$ cat src/rtl/median_pkg.sv
`default_nettype none
// ============================================================================
//  Module      : median_pkg
//  Description : Shared types and schedule helpers for the median sequencer.
//                Pass schedule: P=(N+1)/2 passes; pass p compares for
//                N-1-p cycles, then bypasses for the rest of its N cycles.
//                The last pass ends right after its compare cycles.
//  Revision    : 1.0 - initial release
// ============================================================================
package median_pkg;

  typedef enum logic [0:0] {
    LOAD = 1'b0,
    SORT = 1'b1
  } state_e;

  // Number of bubble passes needed until the median settles in MED's
  // last register.
  function automatic int n_passes(input int n);
    return (n + 1) / 2;
  endfunction

  // Compare cycles in pass p. The last pass (p = P-1) yields N-P.
  function automatic int cmp_len(input int n, input int p);
    return n - 1 - p;
  endfunction

  // Total SORT cycles from the end of LOAD until the median is ready.
  function automatic int sort_len(input int n);
    return (n_passes(n) - 1) * n + n - n_passes(n);
  endfunction

endpackage
`default_nettype wire

$ cat src/rtl/median_seq_med.sv
`default_nettype none
// ============================================================================
//  Module      : med
//  Description : Compare/shift ring of N pixel registers. DO is the last
//                register, which holds the running maximum during compare
//                cycles. DSI=1 shifts DI in; BYP=1 rotates the ring
//                unchanged; otherwise the last register keeps the larger of
//                itself and its predecessor and the smaller is recycled to
//                the head of the ring.
//  Revision    : 1.0 - initial release
// ============================================================================
module med
  import median_pkg::*;
#(
  parameter int WIDTH = 8,
  parameter int N     = 9
) (
  input  logic             CLK,
  input  logic [WIDTH-1:0] DI,
  input  logic             DSI,
  input  logic             BYP,
  output logic [WIDTH-1:0] DO
);

  logic [WIDTH-1:0] r_q [N];
  logic [WIDTH-1:0] r_d [N];
  logic [WIDTH-1:0] hi;
  logic [WIDTH-1:0] lo;

  // Next ring contents: load, plain rotate, or compare-exchange at the tail.
  always_comb begin
    hi = (r_q[N-1] >= r_q[N-2]) ? r_q[N-1] : r_q[N-2];
    lo = (r_q[N-1] >= r_q[N-2]) ? r_q[N-2] : r_q[N-1];
    for (int i = 0; i < N; i++) begin
      r_d[i] = r_q[i];
    end
    for (int i = 1; i < N - 1; i++) begin
      r_d[i] = r_q[i-1];
    end
    if (DSI) begin
      r_d[0]   = DI;
      r_d[N-1] = r_q[N-2];
    end else if (BYP) begin
      r_d[0]   = r_q[N-1];
      r_d[N-1] = r_q[N-2];
    end else begin
      r_d[0]   = lo;
      r_d[N-1] = hi;
    end
  end

  // Pixel registers carry no reset; their content is don't-care until loaded.
  always_ff @(posedge CLK) begin
    r_q <= r_d;
  end

  assign DO = r_q[N-1];

endmodule
`default_nettype wire

$ cat src/rtl/median_seq.sv
`default_nettype none
// ============================================================================
//  Module      : median_seq
//  Description : Collects a burst of N pixels into MED, then drives MED's
//                DSI/BYP with the bubble-pass schedule that leaves the
//                median in MED's last register, and strobes DSO for one
//                cycle when DO holds the median.
//  Config      : MEDIAN_SEQ_OVR_EN adds a sticky OVR output that flags any
//                DSI sampled while sorting.
//  Revision    : 1.0 - initial release
// ============================================================================
module median_seq
  import median_pkg::*;
#(
  parameter int WIDTH = 8,
  parameter int N     = 9
) (
  input  logic             CLK,
  input  logic             RST,
  input  logic [WIDTH-1:0] DI,
  input  logic             DSI,
  output logic [WIDTH-1:0] DO,
`ifdef MEDIAN_SEQ_OVR_EN
  output logic             OVR,
`endif
  output logic             DSO
);

  localparam int P  = n_passes(N);
  localparam int CW = $clog2(N);
  localparam int PW = $clog2(P);

  localparam logic [CW-1:0] CNT_LAST  = CW'(N - 1);
  localparam logic [PW-1:0] PASS_LAST = PW'(P - 1);

  state_e        state_q, state_d;
  logic [CW-1:0] cnt_q, cnt_d;
  logic [PW-1:0] pass_q, pass_d;
  logic          dso_q, dso_d;
  logic          med_dsi;
  logic          med_byp;
  logic [CW-1:0] cmp_cur;

  // Sequencer state, counters and the registered DSO strobe.
  always_ff @(posedge CLK) begin
    if (RST) begin
      state_q <= LOAD;
      cnt_q   <= '0;
      pass_q  <= '0;
      dso_q   <= 1'b0;
    end else begin
      state_q <= state_d;
      cnt_q   <= cnt_d;
      pass_q  <= pass_d;
      dso_q   <= dso_d;
    end
  end

  // Next-state logic and MED control for load and sort passes.
  always_comb begin
    state_d = state_q;
    cnt_d   = cnt_q;
    pass_d  = pass_q;
    dso_d   = 1'b0;
    med_dsi = 1'b0;
    med_byp = 1'b1;
    cmp_cur = CW'(cmp_len(N, int'(pass_q)));
    case (state_q)
      LOAD: begin
        med_dsi = DSI;
        if (DSI) begin
          if (cnt_q == CNT_LAST) begin
            state_d = SORT;
            cnt_d   = '0;
            pass_d  = '0;
          end else begin
            cnt_d = cnt_q + CW'(1);
          end
        end else begin
          // A gap before N samples discards the partial window.
          cnt_d = '0;
        end
      end
      SORT: begin
        med_byp = (cnt_q < cmp_cur) ? 1'b0 : 1'b1;
        if ((pass_q == PASS_LAST) && (cnt_q == cmp_cur - CW'(1))) begin
          state_d = LOAD;
          cnt_d   = '0;
          pass_d  = '0;
          dso_d   = 1'b1;
        end else if (cnt_q == CNT_LAST) begin
          cnt_d  = '0;
          pass_d = pass_q + PW'(1);
        end else begin
          cnt_d = cnt_q + CW'(1);
        end
      end
      default: begin
        state_d = LOAD;
        cnt_d   = '0;
        pass_d  = '0;
      end
    endcase
  end

`ifdef MEDIAN_SEQ_OVR_EN
  logic ovr_q;

  // Sticky overrun flag: any DSI seen while sorting, cleared only by reset.
  always_ff @(posedge CLK) begin
    if (RST) begin
      ovr_q <= 1'b0;
    end else if ((state_q == SORT) && DSI) begin
      ovr_q <= 1'b1;
    end
  end

  assign OVR = ovr_q;
`endif

  med #(
    .WIDTH (WIDTH),
    .N     (N)
  ) u_med (
    .CLK (CLK),
    .DI  (DI),
    .DSI (med_dsi),
    .BYP (med_byp),
    .DO  (DO)
  );

  assign DSO = dso_q;

endmodule
`default_nettype wire

$ cat config.mk
export PLATFORM = sky130hd
export DESIGN_NAME = median_seq
export DESIGN_NICKNAME = d
export VERILOG_FILES = /design/src/rtl/median_pkg.sv /design/src/rtl/median_seq_med.sv /design/src/rtl/median_seq.sv
export SDC_FILE = /design/constraint.sdc
export NUM_CORES = 1
export LEC_CHECK = 0
export CAP_MARGIN = 30
export CORE_MARGIN = 4
export CORE_UTILIZATION = 45
export CTS_BUF_LIST = sky130_fd_sc_hd__clkbuf_16
export DETAILED_ROUTE_END_ITERATION = 12
export PLACE_DENSITY = 0.64
export SYNTH_ARGS = -nofsm -noshare
export SYNTH_HDL_FRONTEND = slang
export SYNTH_SLANG_ARGS = --single-unit
$ cat constraint.sdc
create_clock -name CLK -period 3.6 [get_ports CLK]
set_clock_uncertainty 0.2 [all_clocks]
set_input_delay 0.36 -clock CLK [delete_from_list [all_inputs] [get_ports CLK]]
set_output_delay 0.36 -clock CLK [all_outputs]
set_load 0.1 [all_outputs]
==> results by group, run 1 <==
Finish
  – Antenna Cells: 0
  – Commonest non-fill, non-tap cell in the layout: dfxtp_1
  – Share of layout cells above drive strength 1: 0.0749
  – Area Overhead vs Synth: 23.7%
  – Final Non-Filler Cells: 299
  – Fill cells: 465
  – Most frequent cells in the layout: dfxtp_1 (73), clkdlybuf4s50_1 (19), ha_1 (17), inv_1 (15), clkbuf_16 (9)
  – Register area: 0.00170 mm^2
  – Multi-input gate area: 772 um^2
  – Fin nets: 251

Placement
  – Port buffer count: 19
  – Cell count after placement: 284
  – Hpwl dp: 2.74 mm
  – Gpl congestion: 0.948

Worst hold path
  – Hold crit path type: reg -> reg

Clocking
  – Root buf cell: clkbuf_16
  – Worst-Skew Late Latency: 0.32 ns
  – Setup bufs post-CTS: 0
  – H-tree levels: 3
  – Inserted Clock Buffers: 9
  – Clock Sinks: 81
  – CTS tree: done
  – Post-cts resize count: 0
  – CTS clk-pin slew, worst paths: 0.06 ns
  – Post-cts hold buffer count: 0
  – Maximum buffer depth of the clock tree: 2

Power
  – Power Dens Cells: 695 mW/mm^2
  – VDD IR max: 0.422 mV
  – Clock power frac: 0.463
  – Share of total power in combinational logic: 0.072
  – Lkg Pwr: 1.29 nW
  – Register share of total power: 0.466
  – Switching share of total power: 0.215
  – Power Total: 2.18 mW
  – P_int: 1.71 mW
  – Net Switching: 0.469 mW

Worst setup path
  – CP max FO: 16
  – Slowest stage cell, crit path: a221o_1
  – WP data arrival: 2.85 ns
  – Worst Setup End Kind: flop
  – Worst-path cell chain: inv_1, ha_1, inv_1, ha_1, nor2b_1, o211ai_1, and2_1, nand2_1, a221o_1
  – Startpoint types: flop
  – Critical Path Max Stage Delay: 0.46 ns
  – CP Class: reg -> reg
  – Required time of the worst setup path: 3.60 ns

Yosys
  – Syn. warnings: 0
  – Yosys reg bits: 81
  – Synth Flop Type: dfxtp_1
  – Number of synthesized flops with an enable pin: 8
  – Ys async rst share: 0
  – Mapped Nets: 224
  – Synth Cell Area: 0.00254 mm^2
  – Cell variety after synth: 39
  – Seq/Total Area, Yosys: 0.670
  – Mapped Avg Cell Area: 13.0 um^2
  – Gate Count Post-Synth: 196

Run
  – Max_cap viols: 0

Floorplan
  – Starting Density: 0.464
  – Die Ht: 83.1 um
  – Row Count: 27
  – Core area: 0.00547 mm^2
  – I/O Pins: 20
  – Width of the die: 83.1 um
  – Die ar.: 0.00691 mm^2

Drt
  – Drt pass-1 iters: 4
  – Vias: 1445
  – WL final: 4.30 mm
  – Metal3 WL: 152 um
  – Met2 wire length: 1.95 mm
  – Drt initial violations: 68
  – ANT nets after route: 0
  – Wire per inst: 14.4 um
  – Vias per cell: 4.83
  – Highest routed layer: met4
  – Met1 Wirelength: 2.13 mm
  – Drt drc: 0

Timing
  – Slew Limit Headroom: 0.346
  – Fmax: 352 MHz
  – Hold Fails Final Rpt: 0
  – Final setup fails: 0
  – RSZ-0062 raised after global routing: false
  – Worst-Margin Slew: 0.977 ns
  – Fin crit period: 2.84 ns
  – Fin. max-slew vios: 0
  – Crit share post-route: 0.790
  – Setup TNS Final: 0 ns

Outcome
  – Status: complete, no violations

Global routing
  – First-pass GRT wire length: 7.19 mm
  – Overflow after GRT: 0
  – Largest net degree at the start of global routing: 17
  – Global Route Usage Sum: 0.136
  – Vias in the first global route: 1455
  – Initial antenna violation count: 0
-- power by group through the flow --
stage | clock, mW | combinational (mW) | sequential [mW]
floorplan | 0 | 0.0547 | 1.08
global placement | 0 | 0.155 | 1.03
detailed placement | 0 | 0.156 | 1.03
CTS | 1.03 | 0.158 | 1.02
global route | 1.07 | 0.167 | 1.02
finish | 1.01 | 0.157 | 1.02
-- registers in the layout (all words and copies together), names as in the netlist --
signal and count:
pass_q 3, cnt_q 4, u_med.r_d 56, u_med.r_q 8, u_med.DO 8, state_q 1, DSO 1
-- critical path: cells and delay by family, from the launching register on --
kind	cells	cell delay, ns
AOI/OAI and AO/OA	2	0.64
buffers and inverters	2	0.21
and+or+nand+nor	3	0.63
DFF	1	0.42
adders and majority gates	2	0.62
-- synth_stat cells, types with 4 or more instances --
cell | number | area, um^2
nor3_1 | 8 | 40.0
a221o_1 | 8 | 80.1
nor2_1 | 7 | 26.3
dfxtp_1 | 73 | 1460
inv_1 | 14 | 52.6
edfxtp_1 | 8 | 240
ha_1 | 17 | 213
nor4_1 | 4 | 25.0
and2_1 | 8 | 50.1
-- final timing paths --
path	startpoint	endpoint	slack, ns	cells after the start
setup / recovery	pass_q[0]	u_med.r_d[56]	0.76	9
hold / removal	u_med.r_d[27]	u_med.r_d[19]	0.12	0
setup reg to reg	pass_q[0]	u_med.r_d[56]	0.76	9
hold reg to reg	u_med.r_d[27]	u_med.r_d[19]	0.12	0
-- through the flow --
| step | hold slack [ns] | worst slack [ns] | area, um^2 | util |
|---|---|---|---|---|
| final | 0.120 | 0.755 | 3140 | 0.574 |
| after floorplan | 0.110 | 0.877 | 2540 | - |
| after global placement | 0.111 | 0.827 | 2810 | 0.513 |
| after global routing | 0.127 | 0.489 | 3140 | 0.574 |
| after CTS | 0.122 | 0.734 | 3140 | 0.574 |
| after detailed placement | 0.112 | 0.747 | 2810 | 0.513 |
-- cells by family (layout without fill, tap and decap cells) --
logic type,Yosys count,after routing,synth area share
AO/OA/AOI/OAI,26,26,0.0863
buffers and inverters,17,48,0.0256
multiplexers,1,1,0.00394
XOR/XNOR,5,5,0.0173
adder cells (fa/ha/maj),17,17,0.0838
flip-flops,81,81,0.670
AND/OR/NAND/NOR,49,49,0.113
-- layer usage --
layer	global-route usage	vias to the layer above
li1	-	743
met1	0.180	674
met2	0.195	23
met3	0.0486	5
met4	0.0669	0
met5	0	-
-- layout make-up --
cell class | count | area share
Sequential cell | 81 | 0.542
Multi-Input combinational cell | 98 | 0.246
Clock buffer | 9 | 0.0717
Timing Repair Buffer | 19 | 0.0606
Clock inverter | 6 | 0.0343
Tap cell | 72 | 0.0287
Inverter | 14 | 0.0167
Power figures use the tool's default switching activity.
==> run 2: changes to the inputs <==
--- a/config.mk
+++ b/config.mk
@@ -10,7 +10,7 @@
 export CORE_UTILIZATION = 45
 export CTS_BUF_LIST = sky130_fd_sc_hd__clkbuf_16
 export DETAILED_ROUTE_END_ITERATION = 12
-export PLACE_DENSITY = 0.64
+export PLACE_DENSITY = 0.67
 export SYNTH_ARGS = -nofsm -noshare
 export SYNTH_HDL_FRONTEND = slang
 export SYNTH_SLANG_ARGS = --single-unit
==> constraint.sdc (replaced) <==
create_clock -name CLK -period 2.6 [get_ports CLK]
set_clock_uncertainty 0.2 [all_clocks]
set_input_delay 0.26 -clock CLK [delete_from_list [all_inputs] [get_ports CLK]]
set_output_delay 0.26 -clock CLK [all_outputs]
set_load 0.1 [all_outputs]
==> run 2 against run 1 <==
  * Cell count increased by 2.7%
  * Worst hold slack got worse by 0.0053 ns
  * Die area unchanged
  * Setup slack got worse by 0.65 ns
  * Critical path type unchanged
  * Largest cell class unchanged
  * Highest routed layer unchanged
==> results by group, run 2 (synthesized netlist as in run 1, its figures left out) <==
Outcome
  – Status: complete, no violations

Timing
  – Hold Fails Final Rpt: 0 (unchanged)
  – Worst-Margin Slew: 0.355 ns (-0.622 ns)
  – Final setup fails: 0 (unchanged)
  – Final setup margin: 0.108 ns (-0.647 ns)
  – Crit share post-route: 0.958 (+0.168)
  – Slew Limit Headroom: 0.761 (+0.415)
  – RSZ-0062 raised after global routing: false
  – Fin crit period: 2.49 ns (-0.353 ns)
  – Fmax: 401 MHz (+14%)
  – Fin. max-slew vios: 0 (unchanged)
  – Setup TNS Final: 0 ns (unchanged)
  – Fin Hold WS: 0.115 ns (-0.00528 ns)

Clocking
  – Maximum buffer depth of the clock tree: 2 (unchanged)
  – Clock Sinks: 81 (unchanged)
  – Post-cts resize count: 0 (unchanged)
  – CTS tree: done
  – Inserted Clock Buffers: 9 (unchanged)
  – Root buf cell: clkbuf_16
  – H-tree levels: 3 (unchanged)
  – Worst-Skew Late Latency: 0.34 ns (+0.02 ns)
  – CTS clk-pin slew, worst paths: 0.06 ns (about the same)
  – Post-cts hold buffer count: 0 (unchanged)
  – Setup bufs post-CTS: 0 (unchanged)

Global routing
  – Initial antenna violation count: 0 (unchanged)
  – Global Route Usage Sum: 0.144 (+0.00802)
  – First-pass GRT wire length: 7.50 mm (+4.3%)
  – Overflow after GRT: 0 (unchanged)
  – Largest net degree at the start of global routing: 17 (unchanged)
  – Vias in the first global route: 1501 (+3.2%)

Drt
  – Highest routed layer: met4
  – Metal3 WL: 231 um (+52%)
  – WL final: 4.39 mm (+2.2%)
  – Met2 wire length: 1.92 mm (-1.2%)
  – Vias: 1514 (+4.8%)
  – Drt pass-1 iters: 4 (unchanged)
  – ANT nets after route: 0 (unchanged)
  – Drt initial violations: 63 (-7.4%)
  – Wire per inst: 14.3 um (-0.43%)
  – Drt drc: 0 (unchanged)
  – Vias per cell: 4.93 (+2.0%)
  – Met1 Wirelength: 2.10 mm (-1.5%)

Floorplan
  – I/O Pins: 20 (unchanged)
  – Starting Density: 0.464 (unchanged)
  – Die Ht: 83.1 um (unchanged)
  – Core area: 0.00547 mm^2 (unchanged)
  – Die ar.: 0.00691 mm^2 (unchanged)
  – Row Count: 27 (unchanged)
  – Width of the die: 83.1 um (unchanged)

Finish
  – Final Non-Filler Cells: 307 (+2.7%)
  – Antenna Cells: 0 (unchanged)
  – Most frequent cells in the layout: dfxtp_1 (72), ha_1 (17), buf_4 (16), inv_1 (13), clkdlybuf4s50_1 (10)
  – Fill cells: 476 (+2.4%)
  – Post-route cell area: 0.00317 mm^2 (+0.96%)
  – Fin nets: 258 (+2.8%)
  – Number of flip-flops in the largest register: 56 (unchanged)
  – Area Overhead vs Synth: 24.8%
  – Share of layout cells above drive strength 1: 0.174 (+0.0996)
  – Commonest non-fill, non-tap cell in the layout: dfxtp_1

Worst setup path
  – RR Startpoint: pass_q[0]
  – CP max FO: 5 (-11)
  – CP most frequent cell: ha_1
  – Worst Setup End Kind: flop
  – Startpoint types: flop
  – Critical Path Max Stage Delay: 0.40 ns (-0.06 ns)
  – CP Class: reg -> reg
  – WP data arrival: 2.51 ns (-0.34 ns)
  – Slowest stage cell, crit path: o311a_1
  – Buf+Inv Stages, Crit Path: 2 (unchanged)
  – Required time of the worst setup path: 2.62 ns (-0.98 ns)
  – Worst-path cell chain: inv_1, ha_1, ha_1, nor3b_1, a21oi_1, o311a_1, o31ai_4, buf_4, nor4_1
  – Worst Setup SP: pass_q[0]
  – Critical path's top delay family: compound AO/OA/AOI/OAI gates

Placement
  – Placed instance area: 0.00284 mm^2 (+1.2%)
  – Gpl congestion: 0.834 (-12%)
  – Pre-CTS WS: 0.0353 ns (-0.712 ns)
  – Hpwl dp: 2.96 mm (+8.3%)
  – Cell count after placement: 291 (+2.5%)
  – Port buffer count: 19 (unchanged)

Power
  – VDD IR max: 0.593 mV (+40%)
  – Power Dens Cells: 913 mW/mm^2 (+31%)
  – Lkg Pwr: 1.34 nW (+3.6%)

Run
  – Max_cap viols: 0 (unchanged)

Worst hold path
  – Hold crit path type: reg -> reg
  – Min-delay src: u_med.r_d[11]
-- run 2: cell count changes in the layout (fill, tap and decap cells not counted), sizes merged --
| cell | before | now |
|---|---|---|
| clkdlybuf4s50 | 19 | 10 |
| buf | 0 | 16 |
| clkinv | 0 | 3 |
| bufinv | 3 | 1 |
| clkinvlp | 1 | 0 |
| inv | 16 | 17 |
-- run 2: final timing paths --
| path | to | slack [ns] | cells past startpoint |
|---|---|---|---|
| worst max register to register | cnt_q[3] | 0.11 | 9 |
| worst min-delay path | u_med.r_q[11] | 0.11 | 0 |
| worst max-delay path | cnt_q[3] | 0.11 | 9 |
| worst min register to register | u_med.r_q[11] | 0.11 | 0 |
-- run 2: cell type report --
cell class | instances | area [um^2] | area share
sequential | 81 | 1700 | 0.537
clock inverter | 7 | 76.3 | 0.0241
timing repair buffer | 26 | 220 | 0.0695
inverter | 14 | 52.6 | 0.0166
clock buffer | 9 | 225 | 0.0711
multi-input combinational | 98 | 802 | 0.253
tap | 72 | 90.1 | 0.0284
-- run 2: where the power goes --
group	total (mW)	switching, mW	internal (mW)
clock	1.27	0.515	0.753
combinational	0.219	0.146	0.0726
sequential	1.41	0.0398	1.37
-- run 2: stage by stage --
step                      utilization  power (mW)
final                           0.579        2.89
after global routing            0.579        3.02
after CTS                       0.574        2.93
after detailed placement        0.519        1.65
after global placement          0.519        1.65
after floorplan                     -        1.58
-- run 2: layer usage --
| layer | vias to the layer above | global-route usage |
|---|---|---|
| met1 | 707 | 0.180 |
| met4 | 0 | 0.0936 |
| met5 | - | 0 |
| li1 | 762 | - |
| met3 | 15 | 0.0585 |
| met2 | 30 | 0.202 |
==> run 3: changes to the inputs <==
--- a/config.mk
+++ b/config.mk
@@ -10,6 +10,7 @@
 export CORE_UTILIZATION = 45
 export CTS_BUF_LIST = sky130_fd_sc_hd__clkbuf_16
 export DETAILED_ROUTE_END_ITERATION = 12
+export GPL_TIMING_DRIVEN = 1
 export PLACE_DENSITY = 0.67
 export SYNTH_ARGS = -nofsm -noshare
 export SYNTH_HDL_FRONTEND = slang
==> results of run 3 <==
No change in the layout: final DEF, timing and power equal those of run 2.
